**src/rtl/bit_set_sequencer_if.sv**
```systemverilog
// Bundles every non-clock, non-reset signal of bit_set_sequencer.
//   master : control side. Drives the two requesters (req/idx/val) and the fill
//            controls (fill_start/fill_val). Observes gnt0/gnt1/busy/done/y.
//   slave  : the sequencer itself, which owns the status register.
interface bit_set_sequencer_if #(
   parameter int WIDTH = 4,
   parameter int IDXW  = 2
);
   logic             req0;
   logic [IDXW-1:0]  idx0;
   logic             val0;
   logic             req1;
   logic [IDXW-1:0]  idx1;
   logic             val1;
   logic             fill_start;
   logic             fill_val;
   logic             gnt0;
   logic             gnt1;
   logic             busy;
   logic             done;
   logic [WIDTH-1:0] y;

   modport master (
      output req0, idx0, val0, req1, idx1, val1, fill_start, fill_val,
      input  gnt0, gnt1, busy, done, y
   );

   modport slave (
      input  req0, idx0, val0, req1, idx1, val1, fill_start, fill_val,
      output gnt0, gnt1, busy, done, y
   );
endinterface

```
**src/rtl/bit_set_sequencer.sv**
```systemverilog
// Owns a WIDTH-bit status register. Each write changes exactly one bit.
// Two requesters are served round-robin. A fill sequence can also walk
// every bit and write one common value to all of them.
// Ports:
//   clk   : rising-edge clock
//   reset : synchronous, active-high
//   bus   : bit_set_sequencer_if.slave
//           inputs  req0/idx0/val0, req1/idx1/val1, fill_start, fill_val
//           outputs gnt0, gnt1 (one-cycle grant pulses), busy (fill active),
//                   done (one-cycle fill-complete pulse), y (register)
// All outputs are registered.
//
// state | meaning
// IDLE  | arbitrate requests; fill_start takes precedence over requests
// FILL  | write latched fill value to y[cnt], cnt = 0 .. WIDTH-1
module bit_set_sequencer #(
   parameter int WIDTH = 4,
   parameter int IDXW  = 2
) (
   input  logic                 clk,
   input  logic                 reset,
   bit_set_sequencer_if.slave   bus
);
   typedef enum logic {IDLE = 1'b0, FILL = 1'b1} state_t;

   localparam logic [IDXW-1:0] LAST_IDX = IDXW'(WIDTH - 1);

   state_t           state_q, state_d;
   logic [WIDTH-1:0] y_q, y_d;
   logic [IDXW-1:0]  cnt_q, cnt_d;
   logic             fval_q, fval_d;
   logic             ptr_q, ptr_d;     // 0: requester 0 wins a tie
   logic             gnt0_q, gnt0_d;
   logic             gnt1_q, gnt1_d;
   logic             busy_q, busy_d;
   logic             done_q, done_d;

   logic             win1;
   logic [IDXW-1:0]  idx_w;
   logic             val_w;

   assign win1  = bus.req1 & (~bus.req0 | ptr_q);
   assign idx_w = win1 ? bus.idx1 : bus.idx0;
   assign val_w = win1 ? bus.val1 : bus.val0;

   always_ff @(posedge clk) begin
      if (reset) begin
         state_q <= IDLE;
         y_q     <= '0;
         cnt_q   <= '0;
         fval_q  <= 1'b0;
         ptr_q   <= 1'b0;
         gnt0_q  <= 1'b0;
         gnt1_q  <= 1'b0;
         busy_q  <= 1'b0;
         done_q  <= 1'b0;
      end else begin
         state_q <= state_d;
         y_q     <= y_d;
         cnt_q   <= cnt_d;
         fval_q  <= fval_d;
         ptr_q   <= ptr_d;
         gnt0_q  <= gnt0_d;
         gnt1_q  <= gnt1_d;
         busy_q  <= busy_d;
         done_q  <= done_d;
      end
   end

   always_comb begin
      state_d = state_q;
      case (state_q)
         IDLE:    if (bus.fill_start) state_d = FILL;
         FILL:    if (cnt_q == LAST_IDX) state_d = IDLE;
         default: state_d = IDLE;
      endcase
   end

   always_comb begin
      y_d    = y_q;
      cnt_d  = cnt_q;
      fval_d = fval_q;
      ptr_d  = ptr_q;
      gnt0_d = 1'b0;
      gnt1_d = 1'b0;
      busy_d = 1'b0;
      done_d = 1'b0;
      case (state_q)
         IDLE: begin
            if (bus.fill_start) begin
               fval_d = bus.fill_val;
               cnt_d  = '0;
               busy_d = 1'b1;
            end else if (bus.req0 | bus.req1) begin
               // An out-of-range index is still granted, but leaves y untouched.
               if (int'(idx_w) < WIDTH) y_d[idx_w] = val_w;
               gnt0_d = ~win1;
               gnt1_d = win1;
               ptr_d  = ~win1;
            end
         end
         FILL: begin
            y_d[cnt_q] = fval_q;
            // The end is detected by compare rather than by wrap, so a
            // non-power-of-2 WIDTH still stops at WIDTH-1.
            if (cnt_q == LAST_IDX) begin
               cnt_d  = '0;
               done_d = 1'b1;
            end else begin
               cnt_d  = cnt_q + IDXW'(1);
               busy_d = 1'b1;
            end
         end
         default: ;
      endcase
   end

   assign bus.y    = y_q;
   assign bus.gnt0 = gnt0_q;
   assign bus.gnt1 = gnt1_q;
   assign bus.busy = busy_q;
   assign bus.done = done_q;
endmodule
```
**src/flat_wrapper.sv**
```systemverilog
// flat-port wrapper written by rule: the top's interface ports become plain ports
module bit_set_sequencer_flat 
#(
   parameter int WIDTH = 4,
   parameter int IDXW  = 2
)
  (clk, reset, bus_req0, bus_idx0, bus_val0, bus_req1, bus_idx1, bus_val1, bus_fill_start, bus_fill_val, bus_gnt0, bus_gnt1, bus_busy, bus_done, bus_y);
  bit_set_sequencer_if #(.WIDTH(WIDTH), .IDXW(IDXW)) bus_i ();
  input  logic clk;
  input  logic reset;
  input wire logic [$bits(bus_i.req0)-1:0] bus_req0;
  input wire logic [$bits(bus_i.idx0)-1:0] bus_idx0;
  input wire logic [$bits(bus_i.val0)-1:0] bus_val0;
  input wire logic [$bits(bus_i.req1)-1:0] bus_req1;
  input wire logic [$bits(bus_i.idx1)-1:0] bus_idx1;
  input wire logic [$bits(bus_i.val1)-1:0] bus_val1;
  input wire logic [$bits(bus_i.fill_start)-1:0] bus_fill_start;
  input wire logic [$bits(bus_i.fill_val)-1:0] bus_fill_val;
  output wire logic [$bits(bus_i.gnt0)-1:0] bus_gnt0;
  output wire logic [$bits(bus_i.gnt1)-1:0] bus_gnt1;
  output wire logic [$bits(bus_i.busy)-1:0] bus_busy;
  output wire logic [$bits(bus_i.done)-1:0] bus_done;
  output wire logic [$bits(bus_i.y)-1:0] bus_y;
  assign bus_i.req0 = bus_req0;
  assign bus_i.idx0 = bus_idx0;
  assign bus_i.val0 = bus_val0;
  assign bus_i.req1 = bus_req1;
  assign bus_i.idx1 = bus_idx1;
  assign bus_i.val1 = bus_val1;
  assign bus_i.fill_start = bus_fill_start;
  assign bus_i.fill_val = bus_fill_val;
  assign bus_gnt0 = bus_i.gnt0;
  assign bus_gnt1 = bus_i.gnt1;
  assign bus_busy = bus_i.busy;
  assign bus_done = bus_i.done;
  assign bus_y = bus_i.y;
  bit_set_sequencer #(.WIDTH(WIDTH), .IDXW(IDXW)) u_core (.clk(clk), .reset(reset), .bus(bus_i));
endmodule
```
**config.mk**
```make
export PLATFORM = sky130hd
export DESIGN_NAME = bit_set_sequencer_flat
export DESIGN_NICKNAME = d
export VERILOG_FILES = /design/src/rtl/bit_set_sequencer_if.sv /design/src/rtl/bit_set_sequencer.sv /design/src/flat_wrapper.sv
export SDC_FILE = /design/constraint.sdc
export NUM_CORES = 1
export LEC_CHECK = 0
export CAP_MARGIN = 10
export CORE_MARGIN = 2
export CORE_UTILIZATION = 30
export DETAILED_ROUTE_END_ITERATION = 8
export GPL_TIMING_DRIVEN = 0
export PLACE_DENSITY = 0.56
export SETUP_SLACK_MARGIN = 0.02
export SYNTH_ARGS = -nofsm -noshare
export SYNTH_HDL_FRONTEND = slang
export SYNTH_SLANG_ARGS = --single-unit
export TNS_END_PERCENT = 30
```
**constraint.sdc**
```tcl
create_clock -name clk -period 1.58 [get_ports clk]
set_clock_uncertainty 0.05 [all_clocks]
set_input_delay 0.316 -clock clk [delete_from_list [all_inputs] [get_ports clk]]
set_output_delay 0.316 -clock clk [all_outputs]
set_load 0.02 [all_outputs]
```
# Word level (Yosys, flattened, before mapping)
# Cells that the tools add are included.
# totals
regBits,12
input_bits,12
out_inout_bits,8
wordCells,50
# classes
add_sub_neg,1
n_lt_le_gt_ge,4
eq_ne,4
mux,18
n_bitwise,8
n_reduce_logical,7
# op_table
op,n
bitwise mux 4 bit,2
2-to-1 mux 4 bit,2
one-hot mux 4 bit (2 select lines),1
"< comparator 2 x 3 -> 1 bit, second input constant",2
2-to-1 mux 1 bit,6
2-to-1 mux 2 bit,3
NOT 1 bit,5
demux 1 bit (select 2 bit),2
">= comparator 2 x 1 -> 1 bit, second input constant",2
"inequality test 2 bit, second input constant",2
one-hot mux 2 bit (2 select lines),1
AND reduction 2 bit,2
OR reduction 4 bit,1
AND reduction 3 bit,1
"adder 2 x 1 -> 2 bit, second input constant",1
"== test 2 bit, second input constant",1
logical AND 1 bit,2
"inequality test 2 x 1 -> 1 bit, second input constant",1
OR 1 bit,2
one-hot mux 1 bit (2 select lines),1
OR reduction 2 bit,1
bitwise AND 1 bit,1

# Logic depth before layout (Yosys ltp)
# depth
depth_word,12
depth_mapped,6

# Least setup slack after synthesis
# Ideal clock, no wire load.
# synth_path
path_kind,register to register
start,reg u_core.state_q
end,reg u_core.y_q[0] (netlist: u_core.bus.y[0])
arrival_time_ns,1.348
required_ns,1.414
slack_ns,0.066
path_stages_with_launch,6
path_buffers,0
period_less_slack_ns,1.514
path_cell_list,dfxtp_1 > nor2_1 > o21a_2 > o21ai_1 > a311o_1 > and4_1
# synth_between
elab_chain_len,3
elab_cells_between_ends,5
classes_between,2 x eq/ne; 1 x mux; 1 x bitwise; 1 x reduce/logical
# synth_rtl
item,line_no,text
start: declaration,bit_set_sequencer.sv:28,"state_t state_q, state_d;"
start signal: assignment,bit_set_sequencer.sv:58,state_q <= state_d;
NOT 1 bit,bit_set_sequencer.sv:88,case (state_q)
inequality test 2 x 1 -> 1 bit (no source line) / inequality test 2 bit (equally long branches),n/a,
AND reduction 2 bit (no source line),n/a,
end signal: assignment,bit_set_sequencer.sv:59,y_q <= y_d;
end: declaration,bit_set_sequencer.sv:29,"logic [WIDTH-1:0] y_q, y_d;"
# Several ways; a longest one is shown, not always the timed one.
# A chain may end at the register's enable or synchronous reset.

# Worst setup path after layout
# layout_path
start,reg u_core.ptr_q
end,reg u_core.y_q[0] (netlist: u_core.bus.y[0])
# layout_between
elab_chain_len,11
elab_cells_between_ends,13
classes_between,2 x order compare; 8 x mux; 2 x bitwise; 1 x reduce/logical
# layout_rtl
item,line_no,text
start: declaration,bit_set_sequencer.sv:32,"logic ptr_q, ptr_d;"
start signal: assignment,bit_set_sequencer.sv:62,ptr_q <= ptr_d;
OR 1 bit *,bit_set_sequencer.sv:42,assign win1 = bus.req1 & (~bus.req0 | ptr_q);
bitwise AND 1 bit *,bit_set_sequencer.sv:42,
2-to-1 mux 2 bit,bit_set_sequencer.sv:43,assign idx_w = win1 ? bus.idx1 : bus.idx0;
< comparator 2 x 3 -> 1 bit (not written as such) / >= comparator 2 x 1 -> 1 bit (equally long branches),bit_set_sequencer.sv:96,if (int'(idx_w) < WIDTH) y_d[idx_w] = val_w;
logical AND 1 bit (not written as such),bit_set_sequencer.sv:96,
2-to-1 mux 1 bit (not written as such),bit_set_sequencer.sv:96,
demux 1 bit (select 2 bit),n/a,
bitwise mux 4 bit *,bit_set_sequencer.sv:96,
2-to-1 mux 4 bit *,bit_set_sequencer.sv:94,end else if (bus.req0 | bus.req1) begin
2-to-1 mux 4 bit *,bit_set_sequencer.sv:90,if (bus.fill_start) begin
one-hot mux 4 bit (2 select lines) *,bit_set_sequencer.sv:88,
# Every way passes the cells marked *; elsewhere a longest branch is shown, timed or not. The select of a mux whose other input is x is not followed.

==> summary.md <==
The run finished with clean final reports. For the number of nets in the synthesized netlist, the log shows 104. The category of the worst setup path launch point was a flip-flop. The logs give 0.07 ns for the setup slack on the worst flop-to-flop path and 2 for the maximum buffer depth of the clock tree. The logs give 0 for the number of antenna violations at the first check in global routing and 225 for the number of fill cells in the layout. The core region is 0.00223 sq mm.

At the end of the flow, the number of nets in the layout was 130. Critical register-to-register path startpoint: u_core.ptr_q. Clock latency on the worst-skew pair, taken at its later pin, is 0.27 ns. Among all cell types in the netlist, the one instantiated most often is sky130_fd_sc_hd__dfxtp_1.

The final critical-path share of the clock period is 95.7%, and the final standard cell area without fillers is 0.00105 sq mm. Counting cells, the worst reg-to-reg path comes to 6. The wire length of the first global-routing pass is 3020 um, and the worst hold slack is 0.377 ns.

For the worst setup path, the data arrival time is 1.63 ns. Power after layout: 771 uW. The count of port buffers added during placement was 19; the hold buffer count at CTS was 0.

STA puts the critical path data required time at 1.70 ns. After floorplanning, the core was divided into 17 placement rows. The run gives 0 as the max-cap violation count.

For this run, the detailed router's first-pass iteration total came to 4. The cell area that synthesis handed to floorplanning was 718 sq um. 20 I/O pins were placed.

A synthesized cell averages 8.16 sq um. The synthesis warning total is 0. The run gives 400 uV as the maximum resistive drop on vdd. The tools report the max-slew violation count as 0. Of all nets on the critical path, the largest fanout is 8.

Endpoint type of the worst setup path: a flip-flop. The fraction of synthesis flops using an asynchronous set or reset pin was 0%; the tightest slew margin relative to the limit was 67.5%. After clock tree synthesis, the clock-pin slew on the worst setup and hold paths is 0.07 ns. Based on the critical path, the design can be clocked at up to 661 MHz. The CTS root buffer was sky130_fd_sc_hd__clkbuf_4. In the routed design, unresolved DRC markers number 0. The die is 52.9 um tall.

The power density over the cells works out to 735 mW/mm^2. The run gives 0 as the total of endpoints with negative setup slack in the final report. TritonCTS built the clock tree. The flip-flop and latch count after synthesis was 12. Entering global routing, the biggest net connects 11 pins. The launching element of the worst setup path was u_core.ptr_q.

The type of the tightest min-delay check is input pin to flip-flop. The largest single stage delay on the critical path is 0.33 ns. Yosys attributes the largest share of cell area to sky130_fd_sc_hd__dfxtp_1 33%, sky130_fd_sc_hd__ha_1 7.0%, sky130_fd_sc_hd__a21oi_1 4.9%. The minimum clock period works out to 1.51 ns. The tools report the final RePlAce weighted congestion as 0.755. The critical path goes through nand2b_4, buf_4, a21boi_2, o21ai_2, a311o_1, and4_1. The run gives 88 as the synthesized instance count. In this run the critical register-to-register path is captured at u_core.bus.y[0].

The number of enable-type register cells in the synthesized netlist is 0. For the pin with the worst max-slew slack, the measured transition is 0.488 ns. Summing all flip-flop and latch instances after layout gives 241 sq um. For the initial core utilization, the log shows 32.2%.

Among all flip-flop cells after synthesis, the most frequent one is sky130_fd_sc_hd__dfxtp_1. The logs give 33.4% for the register area share after synthesis and 0.500 nW for the leakage power. The post-route netlist has 17.7% of its cells at a drive strength greater than 1.

The detailed router finished its first iteration with 19 violations. Dividing the detail-routed wire length by the instance count gives 13.2 um. Global routing used 15.1% of the available tracks. The classification of the worst setup path was flip-flop to flip-flop. Setup repair after global routing could not meet its margin everywhere. For this design, the slowest cell found on the critical path is sky130_fd_sc_hd__a311o_1.

In this run the worst setup path terminates at u_core.bus.y[0]. Overall overflow remaining after global route: 0. After layout, the worst setup slack is 0.0672 ns.

sky130_fd_sc_hd__dfxtp_1 takes more of the synthesized area than any other cell. The multi-input combinational cells in the finished layout cover a total of 482 sq um. Clock tree synthesis found a total of 12 sinks. The number of levels in the clock H-tree was 1; the number of endpoints with negative hold slack in the final report was 0.

For the count of cell types in the netlist, the log shows 32. TritonCTS created 3 clock buffers. The count of nets left with antenna violations once routing finished came out at 0. Once layout is complete, the utilization of the core stands at 46.9%. From synthesis to final layout, the design area changed by 46.0%. The number of global-route vias before repair is 669. The number of antenna diodes in the final layout is 0. The die covers 0.00280 sq mm. OpenSTA, run right after detailed placement, puts the worst setup slack at -0.526 ns. Detailed placement ended at an HPWL of 1350 um. Of the post-synthesis cell area, the dominant cell type holds 33.4%. The placed instances occupy a cell area of 943 sq um.

For this block, the via count after detailed routing is 750. By count the netlist is led by 12 x sky130_fd_sc_hd__dfxtp_1, 9 x sky130_fd_sc_hd__nand2_1, 8 x sky130_fd_sc_hd__nor2_1. The routed design has 1860 um of wire. Dividing the detail-routed via count by the number of cells gives 5.32. The die is 52.9 um wide.
worst max-delay path: cells and delay by family (launching register included):
kind            cells  cell delay, ns
compound gates      3            0.60
buf+inv             1            0.16
flops               1            0.32
simple gates        2            0.28
flip-flops by register name (all words and copies together), names as in the netlist:
signal	count
u_core.cnt_q	2
u_core.bus.done	1
u_core.bus.gnt0	1
u_core.state_q	1
u_core.bus.y	4
u_core.ptr_q	1
u_core.bus.gnt1	1
u_core.fval_q	1
report_power, final:
| group | total, mW | internal (mW) | switching [mW] |
|---|---|---|---|
| Clock | 0.242 | 0.140 | 0.102 |
| Sequential | 0.336 | 0.321 | 0.0150 |
| Combinational | 0.193 | 0.0909 | 0.102 |
final cells by class:
type	count	area share, %
Inverter	5	1.79
Clock buffer	4	3.46
Timing Repair Buffer	21	20.6
Buffer	3	1.79
Tap cell	28	3.34
Sequential cell	12	23.0
Multi-Input combinational cell	68	45.9
layer usage:
metal	vias to the layer above	wire length (um)	track usage, %
li1	378	-	-
met1	347	824	18.6
met2	23	888	23.8
met3	2	126	5.37
met4	0	21	6.41
met5	-	0	0
worst min path at each step:
stage	from	endpoint	cells past startpoint
after detailed placement	u_core.bus.y[2]	u_core.bus.y[2]	2
after global routing	bus_fill_start	u_core.fval_q	3
final	bus_req1	u_core.bus.gnt0	3
after CTS	u_core.bus.y[2]	u_core.bus.y[2]	2
after global placement	u_core.bus.y[2]	u_core.bus.y[2]	2
after floorplan	bus_fill_val	u_core.fval_q	2
repair_timing:
item | in CTS | in global routing
setup endpoints to repair | 10 | 5
buffers inserted | 0 | 2
pin swaps | 1 | 5
resized for setup | 11 | 16
cells by family (layout without fill, tap and decap cells):
| family | count (synthesis) | count (layout) | synth area share (%) |
|---|---|---|---|
| simple gates | 34 | 34 | 27.5 |
| fa+ha+maj | 4 | 4 | 6.97 |
| compound gates | 30 | 30 | 27.7 |
| buf+inv | 8 | 33 | 4.36 |
| flops | 12 | 12 | 33.4 |
through the flow:
stage	instances	TNS, ns
finish	141	0
global route	141	-0.00159
CTS	139	-0.0668
detailed placement	135	-1.86
global placement	135	-1.86
floorplan	88	0
placed cells by master (no fill, tap or decap), types with 2 or more instances in the layout:
cell type / count
sky130_fd_sc_hd__dfxtp_1: 11
sky130_fd_sc_hd__ha_1: 4
sky130_fd_sc_hd__nor3_1: 4
sky130_fd_sc_hd__o21ai_0: 5
sky130_fd_sc_hd__dlygate4sd2_1: 7
sky130_fd_sc_hd__nand2_1: 9
sky130_fd_sc_hd__a21oi_1: 7
sky130_fd_sc_hd__nand2b_4: 2
sky130_fd_sc_hd__clkdlybuf4s50_1: 4
sky130_fd_sc_hd__buf_4: 2
sky130_fd_sc_hd__and4b_1: 2
sky130_fd_sc_hd__clkbuf_4: 3
sky130_fd_sc_hd__a21o_1: 2
sky130_fd_sc_hd__a31oi_1: 4
sky130_fd_sc_hd__clkbuf_1: 2
sky130_fd_sc_hd__dlymetal6s2s_1: 8
sky130_fd_sc_hd__nor2_1: 6
sky130_fd_sc_hd__a211oi_1: 3
sky130_fd_sc_hd__o21ai_2: 2
sky130_fd_sc_hd__inv_1: 5
Power figures use the tool's default switching activity.
